**src/rtl/nibble_pack_ctrl.sv**
```systemverilog
// nibble_pack_ctrl: pairs incoming 4-bit nibbles into bytes in a selectable
// order, with partial-pair flush and a single registered output slot.
module nibble_pack_ctrl (
   input  logic       clk,
   input  logic       rst,
   input  logic [3:0] nib_in,
   input  logic       nib_valid,
   output logic       nib_ready,
   input  logic [1:0] mode,
   input  logic       flush,
   output logic [7:0] byte_out,
   output logic       byte_valid,
   input  logic       byte_ready,
   output logic [7:0] byte_cnt,
   output logic       half
);

   localparam int unsigned NIB_W  = 4;
   localparam int unsigned BYTE_W = 8;
   localparam logic [NIB_W-1:0] PAD = 4'h0;

   typedef enum logic {
      EMPTY = 1'b0,
      HALF  = 1'b1
   } state_t;

   state_t              state_q, state_d;
   logic [NIB_W-1:0]    n0_q, n0_d;
   logic [1:0]          mode_q, mode_d;
   logic [BYTE_W-1:0]   byte_out_q, byte_out_d;
   logic                byte_valid_q, byte_valid_d;
   logic [BYTE_W-1:0]   byte_cnt_q, byte_cnt_d;

   logic nib_ready_c;
   logic out_free_c;
   logic nib_acc_c;
   logic out_acc_c;

   // Concatenation order; mode 11 is reserved and aliases mode 00.
   function automatic logic [BYTE_W-1:0] pack(input logic [NIB_W-1:0] a,
                                              input logic [NIB_W-1:0] b,
                                              input logic [1:0]       m);
      case (m)
         2'b01:   pack = {b, a};
         2'b10:   pack = {a, a};
         default: pack = {a, b};
      endcase
   endfunction

   // Handshake qualifiers; ready depends only on state and the output slot.
   always_comb begin
      out_free_c  = !byte_valid_q || byte_ready;
      nib_ready_c = (state_q == EMPTY) || out_free_c;
      nib_acc_c   = nib_valid && nib_ready_c;
      out_acc_c   = byte_valid_q && byte_ready;
   end

   // Next-state: pairing, flush, output slot load/drain and hand-off count.
   always_comb begin
      state_d      = state_q;
      n0_d         = n0_q;
      mode_d       = mode_q;
      byte_out_d   = byte_out_q;
      byte_valid_d = byte_valid_q;
      byte_cnt_d   = byte_cnt_q;

      if (out_acc_c) begin
         byte_valid_d = 1'b0;
         byte_cnt_d   = BYTE_W'(byte_cnt_q + 8'd1);
      end

      case (state_q)
         EMPTY: begin
            if (nib_acc_c) begin
               n0_d    = nib_in;
               mode_d  = mode;
               state_d = HALF;
            end
         end
         HALF: begin
            if (nib_acc_c) begin
               byte_out_d   = pack(n0_q, nib_in, mode_q);
               byte_valid_d = 1'b1;
               state_d      = EMPTY;
            end else if (flush && !nib_valid && out_free_c) begin
               byte_out_d   = pack(n0_q, PAD, mode_q);
               byte_valid_d = 1'b1;
               state_d      = EMPTY;
            end
         end
         default: state_d = EMPTY;
      endcase
   end

   // State and output registers with synchronous reset.
   always_ff @(posedge clk) begin
      if (rst) begin
         state_q      <= EMPTY;
         n0_q         <= '0;
         mode_q       <= 2'b00;
         byte_out_q   <= '0;
         byte_valid_q <= 1'b0;
         byte_cnt_q   <= '0;
      end else begin
         state_q      <= state_d;
         n0_q         <= n0_d;
         mode_q       <= mode_d;
         byte_out_q   <= byte_out_d;
         byte_valid_q <= byte_valid_d;
         byte_cnt_q   <= byte_cnt_d;
      end
   end

   assign nib_ready  = nib_ready_c;
   assign byte_out   = byte_out_q;
   assign byte_valid = byte_valid_q;
   assign byte_cnt   = byte_cnt_q;
   assign half       = (state_q == HALF);

endmodule

```
**config.mk**
```make
export PLATFORM = sky130hd
export DESIGN_NAME = nibble_pack_ctrl
export DESIGN_NICKNAME = d
export VERILOG_FILES = /design/src/rtl/nibble_pack_ctrl.sv
export SDC_FILE = /design/constraint.sdc
export NUM_CORES = 1
export LEC_CHECK = 0
export ABC_CLOCK_PERIOD_IN_PS = 1300
export CELL_PAD_IN_SITES_DETAIL_PLACEMENT = 0
export CELL_PAD_IN_SITES_GLOBAL_PLACEMENT = 1
export CORE_MARGIN = 4
export CORE_UTILIZATION = 31
export CTS_CLUSTER_SIZE = 30
export DETAILED_ROUTE_END_ITERATION = 6
export GPL_ROUTABILITY_DRIVEN = 1
export GPL_TIMING_DRIVEN = 0
export PLACE_DENSITY_LB_ADDON = 0.1
export RECOVER_POWER = 50
export SLEW_MARGIN = 20
export SYNTH_ARGS = -nofsm -noshare
export SYNTH_HDL_FRONTEND = slang
export SYNTH_SLANG_ARGS = --single-unit
```
**constraint.sdc**
```tcl
create_clock -name clk -period 1.3 [get_ports clk]
set_input_delay 0.26 -clock clk [delete_from_list [all_inputs] [get_ports clk]]
set_output_delay 0.26 -clock clk [all_outputs]
set_load 0.05 [all_outputs]
```
After elaboration in Yosys (flattened, before gate mapping). Cells that the tools add are included.

Add/sub/neg operators: 1. Equal/unequal tests: 2. Multiplexer cells: 12. Bitwise logic cells: 1. Reduce and logical (&&, ||, !) cells: 11.

Operators with widths (number): case mux 8 bit (2 select lines) (2); 2-to-1 mux 8 bit (2); adder 8 x 1 -> 8 bit (second input constant) (1); 2-to-1 mux 1 bit (7); logical AND 1 bit (4); AND reduction 2 bit (2); == test 2 x 1 -> 1 bit (second input constant) (1); == test 2 bit (second input constant) (1); zero test 1 bit (2); logical OR 1 bit (2); case mux 1 bit (2 select lines) (1); nonzero test 2 bit (1); inverter 1 bit (1).

Register bits after elaboration: 24. Input bits: 11. Output and inout port bits: 19. Logic and storage cells: 33.

Depth between registers and ports, before layout. Gate-level depths: netlist of run 1.

Depth in word-level cells: 6. Depth in mapped cells: 6. Depth with buffers taken out: 5.

Worst setup path after synthesis of run 1. No wires, ideal clock.

Kind: reg-to-reg. Start: register byte_valid_q, in the netlist byte_valid. End: register byte_out_q[4], in the netlist byte_out[4]. Setup time: 130 ps. Arrival time: 1674 ps. Data required time: 1170 ps. Slack: -504 ps. Cell stages (with the launch flop): 4. Path buffers: 0. Period minus slack after synthesis: 1804 ps. Path through: dfxtp_1 nand3b_1 nand3_1 a311oi_1.

Word-level cells in the longest chain between the ends: 6. Elaborated cells between the ends (all ways): 8. Those cells by class: mux: 1; reduce/logical: 7.

RTL lines: start: declaration (line 31) `logic byte_valid_q, byte_valid_d;`; start signal: assignment (line 109) `byte_valid_q <= byte_valid_d;`; zero test 1 bit * (line 52) `out_free_c = !byte_valid_q || byte_ready;`; logical OR 1 bit * (line 52); logical OR 1 bit * (line 53) `nib_ready_c = (state_q == EMPTY) || out_free_c;`; via nib_ready (line 8) `output logic nib_ready,`; logical AND 1 bit * (line 54) `nib_acc_c = nib_valid && nib_ready_c;`; nonzero test 2 bit (no line); AND reduction 2 bit (no line); end signal: assignment (line 108) `byte_out_q <= byte_out_d;`; end: declaration (line 30) `logic [BYTE_W-1:0] byte_out_q, byte_out_d;`.

The timed path passes the listed nets; every way through them passes the cells marked *. A chain may end at the register's enable or synchronous reset.

Worst setup path in the final report of run 1.
Start: register byte_valid_q, in the netlist byte_valid. End: output port nib_ready.

Word-level cells in the longest chain between the ends: 3.

RTL lines (line): zero test 1 bit (52); logical OR 1 bit (52); logical OR 1 bit (53); end: declaration (8).

Every way passes these cells.

==> flow_summary.yaml, run 1 <==
global_routing:
  track_usage_pct: 12.6
  grt_pass1_wl_mm: 4.20
  grt_remaining_overflow: 0
  grt_max_degree: 15
  antenna_found_initial: 0
  grt_pass1_vias: 919
synth:
  synthesis.nets: 135
  netlist_instances: 121
  synth_top_cell_by_area: "dfxtp_1"
  synth_edf_count: 0
  ys_types: 30
  netlist_area_um2: 1080
  ys_seq_area_share_pct: 44.7
  ys_seq_elements: 24
  ys_warn_count: 0
  synth_most_common_cell: "dfxtp_1"
  synthArstFlopShare_pct: 0
  syn_area_per_cell_um2: 8.89
  synth_top_area_share_pct: 44.7
  synth_flop_cell: "dfxtp_1"
  ys_top_cells_by_area: "dfxtp_1 (45%), a21oi_1 (7.0%), mux2i_1 (5.6%), o21ai_0 (5.6%), ha_1 (3.5%)"
  synth.top_cells.by_count: "dfxtp_1 (24), a21oi_1 (15), o21ai_0 (12), nor2_1 (9), nand3_1 (7)"
clocking:
  cts.sinks: 24
  clkTransAtPathRegs_ns: 0.14
  cts_buffers: 3
  clock_latency_ns: 0.32
  ctsLongestPathBuffers: 2
  hold_buffers: 0
  cts-htree-levels: 1
  cts_root_buffer: "clkbuf_4"
  cts_tree: "built"
power_and_ir_drop:
  power_w: 0.00170
  ir_drop_mv: 0.804
  power.density_cell_area_nw_per_um2: 1130
  p_leak_nw: 0.569
hold_path:
  hold_class: "in -> reg"
floorplanning:
  ios: 30
  start_util_pct: 32.2
  rows: 21
  core_um2: 3340
  die_w_um: 66.9
  dieArea_um2: 4480
  die_h_um: 66.9
drt:
  wl_mm: 2.65
  avgRoutedWirePerCell_um: 13.1
  firstDrtPassIters: 2
  drc: 0
  viasPerCell: 4.80
  detail-route-antenna-nets: 0
  drt_iter0_drc: 30
  vias: 975
placement:
  place_area_um2: 1460
  finalWeightedCongestion: 0.763
  port_buffers: 29
  dpl.hpwl_mm: 2.01
  placed_cells: 196
sta:
  timing.fmax_mhz: 749
  rsz0062_at_grt: "yes"
  whs_ns: 0.390
  fin_crit_sh_pct: 103
  clock_skew_ns: 0.00782
  worst_slack_ns: -0.0347
  drv_slew: 0
  finalHoldViolations: 0
  relSlewSlack_pct: 67.9
  worst_slew_pin_slew_ns: 0.481
  tns_ns: -0.0480
  finalSetupViolations: 2
  period_minus_slack_ns: 1.33
cells_and_area:
  design_area_um2: 1500
  finalNetCount: 172
  instances_no_fill: 203
  multi_input_area_um2: 609
  fillerInstances: 357
  drive_gt1_share_pct: 36.3
  syn_to_final_growth_pct: 39.8
  diodes: 0
  register_area_um2: 504
critical_path:
  slowest_stage: "dfxtp_4"
  path_cells: "nand3b_1 > buf_6"
  startpoint_type: "register"
  worstPathRequired_ns: 1.04
  cp-end-kind: "primary output"
  critical_path_class: "reg -> out"
  slowest_delay_ns: 0.40
  cp.arrival_ns: 1.07
  worstPathMaxFanout: 6
flow_run:
  drv_cap: 0
run_status:
  failed_checks: "negative setup slack"
  outcome: "finished, violations left"
[area by class of cell]
| class | count | area share (%) |
|---|---|---|
| multi-input combinational | 85 | 40.5 |
| timing repair buffer | 34 | 15.9 |
| clock inverter | 1 | 2.00 |
| inverter | 5 | 1.25 |
| buffer | 5 | 1.50 |
| sequential | 24 | 33.5 |
| tap | 46 | 3.83 |
| clock buffer | 3 | 1.50 |
[layer usage]
metal / up-vias / track usage [%] / wire [um]
met2: 15 / 21.3 / 1290
met5: - / 0 / 0
li1: 515 / - / -
met4: 0 / 3.04 / 9
met1: 443 / 15.3 / 1240
met3: 2 / 4.05 / 109
[worst max-delay path, delay by kind of cell (launching register included)]
family | cells | cell delay (ns)
DFF | 1 | 0.40
buffers and inverters | 1 | 0.20
and+or+nand+nor | 1 | 0.15
[logic make-up (layout without fill, tap and decap cells)]
family          Yosys count  after routing  share of synthesized area, %
compound gates           41             41                          23.3
simple gates             33             33                          16.7
flops                    24             24                          44.7
buf+inv                  12             48                          4.65
mux                       6              6                          5.58
fa+ha+maj                 3              3                          3.49
xor+xnor                  2              2                          1.63
[sequential cells by signal, indices dropped and copies added, names as in the netlist]
register,count
byte_cnt,8
byte_out,8
byte_valid,1
half,1
mode_q,2
n0_q,4
[timing repair]
| item | CTS | global route |
|---|---|---|
| resized for setup | 105 | 11 |
| buffers inserted | 3 | 2 |
| setup endpoints to repair | 31 | 17 |
| pin swaps | 5 | 8 |
[where the power goes]
part           switching, W  internal, W  leakage, nW
Clock              0.000235     0.000312       0.0279
Combinational      0.000217     0.000137        0.339
Sequential        0.0000288     0.000772        0.202
[metrics by stage]
step	utilization, %	worst slack (ns)
CTS	43.9	-0.0922
detailed placement	43.6	-0.881
finish	45.1	-0.0347
global placement	43.6	-0.888
global route	45.1	-0.0802
floorplan	-	-0.0731
[placed cells by master (no fill, tap or decap), types with 2 or more instances in the layout]
cell type	instances
a21oi_1	15
ha_4	2
nor2_1	9
a211oi_1	4
a311oi_2	2
or3_2	2
dfxtp_4	4
buf_4	5
buf_2	18
a2bb2oi_1	3
dfxtp_1	13
clkbuf_4	4
nand3_1	4
nand2_1	3
clkbuf_1	2
dlygate4sd2_1	2
o21ai_1	2
o21ai_0	10
nand3_2	3
a311oi_1	2
dfxtp_2	7
mux2i_1	6
clkbuf_2	2
or3_1	2
inv_1	4
clkdlybuf4s50_1	8
[final timing paths]
kind | from | endpoint | slack [ns] | depth (start not counted)
setup / recovery | byte_valid | nib_ready | -0.03 | 2
hold reg to reg | byte_cnt[7] | byte_cnt[7] | 0.50 | 2
setup reg to reg | mode_q[0] | byte_out[7] | -0.01 | 5
hold / removal | nib_valid | half | 0.39 | 3
Note: power is estimated with default switching activity, not from simulation.
==> run 2, diff against run 1 <==
--- a/config.mk
+++ b/config.mk
@@ -13,7 +13,6 @@
 export CTS_CLUSTER_SIZE = 30
 export DETAILED_ROUTE_END_ITERATION = 6
 export GPL_ROUTABILITY_DRIVEN = 1
-export GPL_TIMING_DRIVEN = 0
 export PLACE_DENSITY_LB_ADDON = 0.1
 export RECOVER_POWER = 50
 export SLEW_MARGIN = 20
==> flow_summary.yaml, run 2 (same netlist as run 1, synthesis figures left out) <==
run_status:
  outcome: "finished, violations left"
  failed_checks: "negative setup slack"
critical_path:
  r2r_cells: 3
  r2r_start: "byte_cnt[2]"
  critical_path_class: "reg -> out"
  startpoint_type: "register"
  worstPathMaxFanout: 4
  cp.arrival_ns: 1.08
  startpoint: "byte_valid"
  r2r-end: "byte_cnt[7]"
  ff2ff_setup_slack_ns: -0.01
  setup.worst_path.end: "nib_ready"
  cp-end-kind: "primary output"
  worstPathRequired_ns: 1.04
drt:
  drc: 0
  detail-route-antenna-nets: 0
  avgRoutedWirePerCell_um: 13.1
  vias: 991
  drt_iter0_drc: 16
  viasPerCell: 4.76
  firstDrtPassIters: 4
  wl_mm: 2.73
floorplanning:
  ios: 30
  core_um2: 3340
  dieArea_um2: 4480
  die_w_um: 66.9
  die_h_um: 66.9
  start_util_pct: 32.2
  rows: 21
sta:
  finalSetupViolations: 2
  relSlewSlack_pct: 81.7
  whs_ns: 0.526
  drv_slew: 0
  clock_skew_ns: 0.00595
  finalHoldViolations: 0
  tns_ns: -0.0478
  timing.fmax_mhz: 745
  rsz0062_at_grt: "yes"
  worst_slack_ns: -0.0414
  fin_crit_sh_pct: 103
  worst_slew_pin_slew_ns: 0.272
  period_minus_slack_ns: 1.34
flow_run:
  drv_cap: 0
power_and_ir_drop:
  p_leak_nw: 0.647
  ir_drop_mv: 0.367
  power_w: 0.00176
  p_sw_share_pct: 27.6
  sequentialPowerShare_pct: 45.5
  pwr-share-comb_pct: 24.0
  power.density_cell_area_nw_per_um2: 1000
  p_sw_w: 0.000485
  p_int_w: 0.00127
  pwr-share-clk_pct: 30.5
global_routing:
  grt_max_degree: 25
  grt_pass1_wl_mm: 4.37
  track_usage_pct: 12.8
  grt_remaining_overflow: 0
  antenna_found_initial: 0
  busiest_layer: "met2"
  grt_pass1_vias: 952
  grt_use_met2_pct: 23.5
  use_met3_pct: 2.70
  grt_util_met1_pct: 14.4
placement:
  finalWeightedCongestion: 0.732
  dpl.hpwl_mm: 2.03
  port_buffers: 29
clocking:
  clkTransAtPathRegs_ns: 0.13
  cts_tree: "built"
  cts-htree-levels: 1
  ctsLongestPathBuffers: 2
  hold_buffers: 0
  clock_latency_ns: 0.31
  cts_buffers: 3
  cts.sinks: 24
  cts_root_buffer: "clkbuf_4"
hold_path:
  hold_class: "reg -> reg"
cells_and_area:
  drive_gt1_share_pct: 40.1
  layout_common_cells: "dfxtp_1 (17), buf_4 (14), a21oi_1 (12), buf_12 (11)"
  fillerInstances: 317
  finalNetCount: 177
  syn_to_final_growth_pct: 62.3
  diodes: 0
  layout_commonest_cell: "dfxtp_1"
## run 2: changes by cell type in the layout (fill, tap and decap cells not counted), sizes merged
cell and delta:
clkdlybuf4s50 +1, dlygate4sd2 -1, clkbuf -1, buf +6
## run 2: cell type report
type / instances / area [um^2] / area share, %
Multi-Input combinational cell: 85 / 649 / 37.2
Sequential cell: 24 / 499 / 28.6
Timing Repair Buffer: 44 / 469 / 26.9
Tap cell: 46 / 57.6 / 3.30
Clock inverter: 1 / 30.0 / 1.72
Clock buffer: 3 / 22.5 / 1.29
Inverter: 5 / 18.8 / 1.07
## run 2: per-stage QoR
step / worst slack (ns) / area (um^2) / cells / utilization, %
6_report: -0.0414 / 1750 / 208 / 52.3
5_1_grt: -0.101 / 1750 / 208 / 52.3
4_1_cts: -0.0696 / 1800 / 208 / 54.0
3_5_place_dp: -0.388 / 1690 / 199 / 50.8
3_3_place_gp: -0.350 / 1690 / 199 / 50.8
2_1_floorplan: -0.0731 / 1110 / 121 / -
## run 2: power groups by stage
stage	Combinational [W]	Clock, W	Sequential, W
final	0.000422	0.000535	0.000799
after global routing	0.000451	0.000594	0.000804
after CTS	0.000455	0.000557	0.000811
after detailed placement	0.000429	0	0.000833
after global placement	0.000426	0	0.000832
after floorplan	0.000140	0	0.000906
## run 2: worst min-delay path by stage
stage	endpoint	cells past startpoint	slack [ns]	start
floorplan	byte_out[4]	1	0.33	rst
global placement	n0_q[2]	2	0.49	n0_q[2]
detailed placement	n0_q[2]	2	0.49	n0_q[2]
CTS	byte_cnt[1]	4	0.51	byte_ready
global route	byte_cnt[1]	4	0.54	byte_ready
finish	byte_cnt[1]	2	0.53	byte_cnt[1]
## run 2: what timing repair did
action / 4_1_cts / 5_1_grt
buffers inserted: 5 / 0
gates resized for setup: 4 / 22
pin swaps: 1 / 4
endpoints found under the setup margin: 10 / 13
## run 2: per-layer routing
layer | routed length (um) | vias up
met2 | 1380 | 13
met4 | 25 | 0
li1 | - | 525
met1 | 1260 | 449
met3 | 77 | 4
met5 | 0 | -
## run 2: worst max-delay path: stages (launching register included)
cell and delay [ns]:
dfxtp_4 0.38, nand3b_1 0.18, buf_12 0.21
==> run 3, diff against run 2 <==
--- a/config.mk
+++ b/config.mk
@@ -5,14 +5,16 @@
 export SDC_FILE = /design/constraint.sdc
 export NUM_CORES = 1
 export LEC_CHECK = 0
-export ABC_CLOCK_PERIOD_IN_PS = 1300
+export ABC_CLOCK_PERIOD_IN_PS = 1700
 export CELL_PAD_IN_SITES_DETAIL_PLACEMENT = 0
 export CELL_PAD_IN_SITES_GLOBAL_PLACEMENT = 1
+export CORE_ASPECT_RATIO = 1.5
 export CORE_MARGIN = 4
-export CORE_UTILIZATION = 31
+export CORE_UTILIZATION = 37
 export CTS_CLUSTER_SIZE = 30
 export DETAILED_ROUTE_END_ITERATION = 6
 export GPL_ROUTABILITY_DRIVEN = 1
+export MAX_ROUTING_LAYER = met4
 export PLACE_DENSITY_LB_ADDON = 0.1
 export RECOVER_POWER = 50
 export SLEW_MARGIN = 20
==> constraint.sdc (replaced) <==
create_clock -name clk -period 1.7 [get_ports clk]
set_input_delay 0.34 -clock clk [delete_from_list [all_inputs] [get_ports clk]]
set_output_delay 0.34 -clock clk [all_outputs]
set_load 0.05 [all_outputs]
==> flow_summary.yaml, run 3 (same netlist as run 1, synthesis figures left out) <==
critical_path:
  r2r-end: "byte_out[4]"
  cp-end-kind: "primary output"
  critical_path_class: "in -> out"
  startpoint_type: "input pin"
  worstPathRequired_ns: 1.36
  slowest_delay_ns: 0.46
  ff2ff_setup_slack_ns: 0.21
  r2r_cells: 5
  slowest_stage: "clkdlybuf4s50_1"
  worstPathMaxFanout: 4
  r2r_start: "mode_q[0]"
  cp.arrival_ns: 1.27
  path_cells: "clkdlybuf4s50_1 > nand3b_1 > buf_12"
floorplanning:
  start_util_pct: 39.4
  rows: 23
  die_h_um: 74.0
  ios: 30
  die_w_um: 52.0
  core_um2: 2730
  dieArea_um2: 3850
clocking:
  cts-htree-levels: 1
  clock_latency_ns: 0.26
  ctsLongestPathBuffers: 2
  cts.sinks: 24
  postCtsSetupBuffers: 0
  cts_resized: 0
  cts_tree: "built"
  cts_buffers: 3
  cts_root_buffer: "clkbuf_8"
  hold_buffers: 0
  clkTransAtPathRegs_ns: 0.08
sta:
  timing.fmax_mhz: 621
  drv_slew: 0
  worst_slew_pin_slew_ns: 0.609
  clock_skew_ns: 0.00329
  finalHoldViolations: 0
  relSlewSlack_pct: 59.5
  period_minus_slack_ns: 1.61
  rsz0062_at_grt: "no"
  fin_crit_sh_pct: 94.7
  whs_ns: 0.496
  finalSetupViolations: 0
cells_and_area:
  diodes: 0
  layout_common_cells: "dfxtp_1 (22), clkbuf_1 (18), a21oi_1 (15), o21ai_0 (12)"
  syn_to_final_growth_pct: 29.1
  drive_gt1_share_pct: 11.0
  layout_commonest_cell: "dfxtp_1"
  final_util_pct: 50.8
  finalNetCount: 169
run_status:
  outcome: "completed"
power_and_ir_drop:
  power_w: 0.00124
  p_leak_nw: 0.483
  power.density_cell_area_nw_per_um2: 892
  ir_drop_mv: 0.565
drt:
  drt_iter0_drc: 8
  firstDrtPassIters: 4
  avgRoutedWirePerCell_um: 13.0
  detail-route-antenna-nets: 0
  viasPerCell: 5.09
  drc: 0
  wl_mm: 2.48
  vias: 973
placement:
  finalWeightedCongestion: 0.785
  port_buffers: 29
  dpl.hpwl_mm: 1.90
global_routing:
  track_usage_pct: 14.0
  grt_pass1_vias: 899
  grt_remaining_overflow: 0
  antenna_found_initial: 0
  grt_pass1_wl_mm: 4.03
  grt_max_degree: 25
hold_path:
  hold_class: "reg -> reg"
  min-delay-start: "byte_cnt[7]"
  hold_end: "byte_cnt[7]"
  min_path_cells: 2
flow_run:
  drv_cap: 0
run 3: cell types whose count changed in the layout (fill, tap and decap cells not counted), moves of 4 or more:
cell      delta
clkbuf_8     +4
clkbuf_2     -4
dfxtp_4      -4
dfxtp_1      +5
clkbuf_1    +18
buf_12      -10
buf_2        -5
buf_4        -8
run 3: how the worst max path moves through the flow:
stage                      from          end  slack, ns  cells past startpoint
detailed placement   byte_ready  byte_cnt[7]      -0.07                      4
global placement     byte_ready  byte_cnt[7]      -0.01                      4
finish               byte_ready    nib_ready       0.09                      3
CTS                  byte_ready    nib_ready       0.09                      3
global route         byte_ready    nib_ready       0.05                      3
floorplan           byte_cnt[1]  byte_cnt[7]       0.13                      3
run 3: stage by stage:
| step | area (um^2) | setup TNS (ns) | setup WS, ns | instances |
|---|---|---|---|---|
| 6_report | 1390 | 0 | 0.0893 | 191 |
| 5_1_grt | 1390 | 0 | 0.0502 | 191 |
| 3_5_place_dp | 1400 | -0.186 | -0.0674 | 187 |
| 4_1_cts | 1460 | 0 | 0.0924 | 191 |
| 3_3_place_gp | 1400 | -0.0126 | -0.0124 | 187 |
| 2_1_floorplan | 1080 | 0 | 0.131 | 121 |
run 3: final cells by class:
type	instances	area [um^2]
fillers	280	1350
multi-input cells	85	546
flip-flops and latches	24	483
repair buffers	36	240
clock buffers	4	55.1
well taps	37	46.3
inverters	5	18.8
run 3: power breakdown:
group	total (W)	switching (W)	internal [W]
Combinational	0.000245	0.000155	0.0000899
Clock	0.000380	0.000173	0.000206
Sequential	0.000615	0.0000219	0.000593
Total	0.00124	0.000350	0.000889
run 3: critical path, delay by kind of cell:
kind          cells  cell delay (ns)
buf+inv           2             0.66
simple gates      1             0.27
run 3: layer usage:
metal	GRT usage [%]	vias to the layer above	part of all wire [%]	wire length [um]
li1	-	510	-	-
met1	14.9	440	41	1010
met2	25.5	21	53	1320
met3	1.40	2	4.7	116
met4	6.12	0	1.2	31
met5	-	-	0	0
